==> config.mk <==
export PLATFORM = sky130hd
export DESIGN_NAME = onehot_grant_decoder_flat
export DESIGN_NICKNAME = d
export VERILOG_FILES = /design/src/rtl/onehot_grant_decoder_if.sv /design/src/rtl/onehot_grant_decoder.sv /design/src/flat_wrapper.sv
export SDC_FILE = /design/constraint.sdc
export NUM_CORES = 1
export LEC_CHECK = 0
export CAP_MARGIN = 15
export CORE_AREA = 8 8 45 47
export DETAILED_ROUTE_END_ITERATION = 12
export DIE_AREA = 0 0 53 55
export PLACE_DENSITY = 0.67
export SYNTH_ARGS = -nofsm -noshare
export SYNTH_HDL_FRONTEND = slang
export SYNTH_SLANG_ARGS = --single-unit
==> constraint.sdc <==
create_clock -name clk -period 1.7 [get_ports clk]
set_input_delay 0.17 -clock clk [delete_from_list [all_inputs] [get_ports clk]]
set_output_delay 0.17 -clock clk [all_outputs]
set_load 0.02 [all_outputs]
==> src/rtl/onehot_grant_decoder_if.sv <==
// rtl/onehot_grant_decoder_if.sv - handshake and grant bus between encoder, decoder and consumer
interface onehot_grant_decoder_if #(
    parameter int IDX_W = 2
);
    localparam int OUT_W = 1 << IDX_W;

    logic [IDX_W-1:0] in_code;
    logic             in_valid;
    logic             in_ready;
    logic [OUT_W-1:0] out;
    logic             out_valid;
    logic             ack;
    logic             busy;

    // Upstream encoder and downstream consumer side
    modport master (
        output in_code, in_valid, ack,
        input  in_ready, out, out_valid, busy
    );

    // Decoder side
    modport slave (
        input  in_code, in_valid, ack,
        output in_ready, out, out_valid, busy
    );
endinterface

==> src/rtl/onehot_grant_decoder.sv <==
// rtl/onehot_grant_decoder.sv - registered 2-to-4 grant decoder, break-before-make, optional DEC_AUTO_RELEASE_EN
module onehot_grant_decoder #(
    parameter int IDX_W       = 2,
    parameter int HOLD_CYCLES = 4
) (
    input  logic                   clk,
    input  logic                   rst,
    onehot_grant_decoder_if.slave  bus
);
    localparam int OUT_W = 1 << IDX_W;

    typedef enum logic [1:0] {
        IDLE  = 2'd0,
        GRANT = 2'd1,
        GAP   = 2'd2
    } state_t;

    state_t           state_q, state_d;
    logic [OUT_W-1:0] out_q, out_d;
    logic [IDX_W-1:0] pend_code_q, pend_code_d;
    logic             pend_valid_q, pend_valid_d;
    logic             transfer;
    logic             release_grant;

`ifdef DEC_AUTO_RELEASE_EN
    localparam logic [7:0] HOLD_LAST = 8'(HOLD_CYCLES - 1);
    logic [7:0] hold_cnt_q, hold_cnt_d;
`endif

    function automatic logic [OUT_W-1:0] onehot(input logic [IDX_W-1:0] code);
        logic [OUT_W-1:0] v;
        v       = '0;
        v[code] = 1'b1;
        return v;
    endfunction

    // State register: async reset drops the grant and discards any pending code at once
    always_ff @(posedge clk or posedge rst) begin
        if (rst) begin
            state_q      <= IDLE;
            out_q        <= '0;
            pend_code_q  <= '0;
            pend_valid_q <= 1'b0;
`ifdef DEC_AUTO_RELEASE_EN
            hold_cnt_q   <= 8'd0;
`endif
        end else begin
            state_q      <= state_d;
            out_q        <= out_d;
            pend_code_q  <= pend_code_d;
            pend_valid_q <= pend_valid_d;
`ifdef DEC_AUTO_RELEASE_EN
            hold_cnt_q   <= hold_cnt_d;
`endif
        end
    end

    // Next-state: grant/gap sequencing, pending buffer fill/drain, hold counting
    always_comb begin
        state_d      = state_q;
        out_d        = out_q;
        pend_code_d  = pend_code_q;
        pend_valid_d = pend_valid_q;
        transfer     = bus.in_valid && !pend_valid_q;
`ifdef DEC_AUTO_RELEASE_EN
        hold_cnt_d    = hold_cnt_q;
        release_grant = bus.ack || (hold_cnt_q == HOLD_LAST);
`else
        release_grant = bus.ack;
`endif
        case (state_q)
            IDLE: begin
                // Idle transfers bypass the pending buffer
                if (transfer) begin
                    state_d = GRANT;
                    out_d   = onehot(bus.in_code);
`ifdef DEC_AUTO_RELEASE_EN
                    hold_cnt_d = 8'd0;
`endif
                end
            end
            GRANT: begin
                if (transfer) begin
                    pend_code_d  = bus.in_code;
                    pend_valid_d = 1'b1;
                end
`ifdef DEC_AUTO_RELEASE_EN
                if (hold_cnt_q != 8'hFF) begin
                    hold_cnt_d = hold_cnt_q + 8'd1;
                end
`endif
                if (release_grant) begin
                    state_d = GAP;
                    out_d   = '0;
                end
            end
            GAP: begin
                // Pending code wins; in_ready is low then, so no transfer can collide
                if (pend_valid_q) begin
                    state_d      = GRANT;
                    out_d        = onehot(pend_code_q);
                    pend_valid_d = 1'b0;
`ifdef DEC_AUTO_RELEASE_EN
                    hold_cnt_d = 8'd0;
`endif
                end else if (transfer) begin
                    state_d = GRANT;
                    out_d   = onehot(bus.in_code);
`ifdef DEC_AUTO_RELEASE_EN
                    hold_cnt_d = 8'd0;
`endif
                end else begin
                    state_d = IDLE;
                end
            end
            default: begin
                state_d = IDLE;
                out_d   = '0;
            end
        endcase
    end

    // Outputs: all derived from registers, in_ready never looks at in_valid
    always_comb begin
        bus.out       = out_q;
        bus.out_valid = (state_q == GRANT);
        bus.in_ready  = !pend_valid_q;
        bus.busy      = (state_q != IDLE) || pend_valid_q;
    end
endmodule

==> src/flat_wrapper.sv <==
// flat-port wrapper written by rule: the top's interface ports become plain ports
module onehot_grant_decoder_flat 
#(
    parameter int IDX_W       = 2,
    parameter int HOLD_CYCLES = 4
)
  (clk, rst, bus_in_code, bus_in_valid, bus_ack, bus_in_ready, bus_out, bus_out_valid, bus_busy);
  onehot_grant_decoder_if #(.IDX_W(IDX_W)) bus_i ();
  input  logic clk;
  input  logic rst;
  input wire logic [$bits(bus_i.in_code)-1:0] bus_in_code;
  input wire logic [$bits(bus_i.in_valid)-1:0] bus_in_valid;
  input wire logic [$bits(bus_i.ack)-1:0] bus_ack;
  output wire logic [$bits(bus_i.in_ready)-1:0] bus_in_ready;
  output wire logic [$bits(bus_i.out)-1:0] bus_out;
  output wire logic [$bits(bus_i.out_valid)-1:0] bus_out_valid;
  output wire logic [$bits(bus_i.busy)-1:0] bus_busy;
  assign bus_i.in_code = bus_in_code;
  assign bus_i.in_valid = bus_in_valid;
  assign bus_i.ack = bus_ack;
  assign bus_in_ready = bus_i.in_ready;
  assign bus_out = bus_i.out;
  assign bus_out_valid = bus_i.out_valid;
  assign bus_busy = bus_i.busy;
  onehot_grant_decoder #(.IDX_W(IDX_W), .HOLD_CYCLES(HOLD_CYCLES)) u_core (.clk(clk), .rst(rst), .bus(bus_i));
endmodule
## Word-level counts from Yosys, hierarchy flattened

Cells that the tools add are included.
W data, S select, Z words.

- Add/subtract/negate cells: 0
- Multipliers: 0
- Divide/modulo/power cells: 0
- Magnitude comparators: 4
- Eq/ne operators: 5
- Shift-type cells: 0
- Multiplexer cells: 15
- Bitwise logic cells: 0
- Reduce and logical (&&, ||, !) cells: 11

Operators with widths:

| kind | number |
|---|---|
| $mux W4 | 3 |
| $pmux W4 S3 | 1 |
| $lt A2 B3 Y1 const B | 2 |
| $mux W2 | 3 |
| $pmux W2 S3 | 1 |
| $reduce_and A2 Y1 | 3 |
| $demux W1 S2 | 2 |
| $ge A2 B1 Y1 const B | 2 |
| $mux W1 | 4 |
| $ne A2 B1 Y1 const B | 2 |
| $reduce_bool A2 Y1 | 2 |
| $logic_and A1 B1 Y1 | 3 |
| $eq A2 B1 Y1 const B | 1 |
| $eq A2 B2 Y1 const B | 1 |
| $logic_not A2 Y1 | 1 |
| $ne A2 B2 Y1 const B | 1 |
| $pmux W1 S2 | 1 |
| $logic_not A1 Y1 | 1 |
| $logic_or A1 B1 Y1 | 1 |

- Register bits after elaboration: 9
- Latch bits: 0
- Bits in writable memories: 0
- ROM bits: 0
- Logic and storage cells: 39
- Memories kept: 0

## Logic depth before layout (Yosys ltp)

- Word-level depth: 7
- Gate-level depth with buffers: 5

## Least setup slack after synthesis

OpenSTA, ideal clock, no wires.

- Path kind: reg-to-reg
- From: reg u_core.pend_valid_q
- To: reg u_core.pend_code_q[1]
- Data arrival time: 1.152 ns
- Required time: 1.575 ns
- Setup slack: 0.423 ns
- Cell stages (with the launch flop): 5
- Buffers on the path: 1
- Clock period less this slack: 1.277 ns
- Cell sequence: dfrtp_1 > buf_4 > nand2b_1 > nor2_1 > mux2_2

- Longest elaborated chain between the ends: 3

Ends and longest elaborated chain:

| element | line | RTL |
|---|---|---|
| start, declared | onehot_grant_decoder.sv:21 | `logic pend_valid_q, pend_valid_d;` |
| start signal, assigned | onehot_grant_decoder.sv:51 | `pend_valid_q <= pend_valid_d;` |
| $logic_not A1 Y1 | onehot_grant_decoder.sv:64 | `transfer = bus.in_valid && !pend_valid_q;` |
| $logic_and A1 B1 Y1 | onehot_grant_decoder.sv:64 |  |
| $reduce_and A2 Y1 (no source line) | - |  |
| end signal, assigned | onehot_grant_decoder.sv:50 | `pend_code_q <= pend_code_d;` |
| end, declared | onehot_grant_decoder.sv:20 | `logic [IDX_W-1:0] pend_code_q, pend_code_d;` |

Every way passes these cells.
A chain may end at the register's enable or synchronous reset.

## Worst setup path in the final report

- From: reg u_core.pend_valid_q
- To: out bus_in_ready

- Longest elaborated chain between the ends: 1

Ends and longest elaborated chain:

| element | line | RTL |
|---|---|---|
| $logic_not A1 Y1 | onehot_grant_decoder.sv:127 | `bus.in_ready = !pend_valid_q;` |
| end, declared | flat_wrapper.sv:14 | `output wire logic [$bits(bus_i.in_ready)-1:0] bus_in_ready;` |

Every way passes these cells.

==> metrics <==
final setup vio count 0; status completed; Final GP Congestion 0.850; proportion of layout cells with a drive suffix above 1 0.116; worst slew pin tran 0.350 ns; P per Cell Area 1740 nW/um^2; Max Buffers Root-to-Sink 2; Period Utilization, post-route 0.967; FMAX 608 MHz; GRT Residual Overflow 0; PortBufs 12; gr usage total 0.0848; CTS root buf clkbuf_4; vias in the first global route 426; dominant synthesized flop cell dfrtp_1; sequential share of the synthesized area 0.469; Die W 53 microns; n_diodes 0; Final Power 1.12 mW; Die H 55 microns; Synthesis Warnings 0; first-pass GRT wire length around 1800 microns; P_leak 0.281 nW; Core ar. 1380 sq um; Seq cells post-synth 9; Post-Syn Area per Cell roughly 9.1 sq um; mapped cell area 480 sq um; Worst Path Arrival 1.47 ns; clock skew 0.00539 ns; Design Area, Final 647 sq um; Die Footprint 2920 sq um; row cnt 14; WL per Instance 12.9 microns; initial antenna violation count 0; CP Capture Type output port; Post-synth EDFFs 0; final-report max-slew violation count 0; commonest non-fill, non-tap cell in the layout clkdlybuf4s50_1; Routed Antenna Nets 0; most frequent cells in the layout clkdlybuf4s50_1, dfrtp_1, o21ai_0, a21oi_1; RSZ-0062 raised after global routing no; cells after synthesis 53; number of max-cap violations 0; post-synthesis async set-or-reset flop share 1.00; Vias 442; final wirelength around 1100 microns; TritonCTS Buffers 3; final HPWL from detailed placement 873 microns; largest net degree at the start of global routing 11; Final Hold Vio Count 0; later-pin clock latency in the skew report 0.27 ns; CTS clock-pin slew for the worst setup and hold paths ~0.070 ns; Ports 13; Rel. slew slack 0.767; drt first pass iters 4; net count after synthesis 59; Critical-path top delay cell clkdlybuf4s50_1; DRC Markers 0; CP Cell Sequence buf_4, inv_2, clkdlybuf4s50_1; drt via density 5.20; min Tclk post-route 1.64 ns; CTS tree yes; DRT iter0 DRCs 3; crit start category flop; CTS sink count 9; area grow syn2layout 34.6%; hold-fix buffer count after cts 0; Post-layout nets 76; Fin Setup TNS 0 ns; Netlist cell types 24; Initial Utilization 0.347; Hold Path Class input pin to async pin; Worst IR Drop VDD 0.609 mV; CP Max Fanout 8; largest stage delay on the critical path 0.59 ns; Worst EP required 1.53 ns; Post-Place Cell Area just over 600 sq um; Setup CP Type flop to output port; H-tree depth 1; fillers roughly 140
## registers in the layout, indices dropped and copies added, names as in the netlist
signal and count:
u_core.state_q 2, u_core.bus.out 4, u_core.pend_valid_q 1, u_core.pend_code_q 2
## per-stage QoR
| stage | setup WS (ns) | hold WS [ns] | util | std cells |
|---|---|---|---|---|
| 2_1_floorplan | 0.423 | -0.00208 | - | 53 |
| 3_3_place_gp | 0.171 | 0.461 | 0.450 | 81 |
| 3_5_place_dp | 0.179 | 0.464 | 0.450 | 81 |
| 4_1_cts | 0.0461 | 0.171 | 0.467 | 85 |
| 5_1_grt | 0.0142 | 0.202 | 0.467 | 85 |
| 6_report | 0.0557 | 0.158 | 0.467 | 85 |
## layout make-up
| type | instances | area [sq um] | share of cell area |
|---|---|---|---|
| timing repair buffer | 14 | 133 | 0.205 |
| tap | 16 | 20.0 | 0.0309 |
| multi-input combinational | 37 | 224 | 0.346 |
| clock buffer | 4 | 26.3 | 0.0406 |
| sequential | 9 | 225 | 0.348 |
| inverter | 5 | 18.8 | 0.0290 |
## per-layer routing
layer,part of all wire,GRT usage
met5,0,0
met3,0.066,0.0294
met4,0.033,0.0862
met1,0.40,0.0807
met2,0.50,0.139
## path summary, 6_finish.rpt
kind,slack [ns],cells after the start,from,endpoint
setup / recovery,0.06,3,u_core.pend_valid_q,bus_in_ready
max in group asynchronous,1.28,2,rst,u_core.state_q[0]
hold reg to reg,0.50,1,u_core.bus.out[0],u_core.bus.out[0]
setup reg to reg,0.30,4,u_core.pend_valid_q,u_core.pend_code_q[1]
min in group clk,0.50,1,u_core.bus.out[0],u_core.bus.out[0]
hold / removal,0.16,2,rst,u_core.bus.out[0]
## report_power, final
| group | internal, mW | total, mW | switching (mW) | leakage (nW) |
|---|---|---|---|---|
| Combinational | 0.275 | 0.577 | 0.302 | 0.151 |
| Sequential | 0.307 | 0.374 | 0.0668 | 0.115 |
| Clock | 0.0909 | 0.173 | 0.0823 | 0.0150 |
## cell families (layout without fill, tap and decap cells)
logic type	Yosys count	count (layout)	share of synthesized area
compound gates	17	17	0.227
buf+inv	7	23	0.0651
flops	9	9	0.469
mux	2	2	0.0469
simple gates	18	18	0.193
## worst max-delay path: cells and delay by family, from the launching register on
family / cells / cell delay [ns]
buf+inv: 3 / 0.81
flops: 1 / 0.39
## synthesized netlist by cell type (2+ instances only)
library cell / n / area [sq um]
inv_1: 4 / 15.0
or3_1: 2 / 12.5
nand2_1: 3 / 11.3
nor2b_1: 2 / 12.5
dfrtp_1: 9 / 225
o21ai_0: 5 / 25.0
nand2b_1: 3 / 18.8
o2bb2ai_1: 2 / 17.5
a21oi_1: 5 / 25.0
nor2_1: 4 / 15.0
## timing repair
item                                    CTS  global route
endpoints found under the setup margin    2             0
setup buffers                             0             0
gates resized for setup                   2             0
Note: power is estimated with default switching activity, not from simulation.
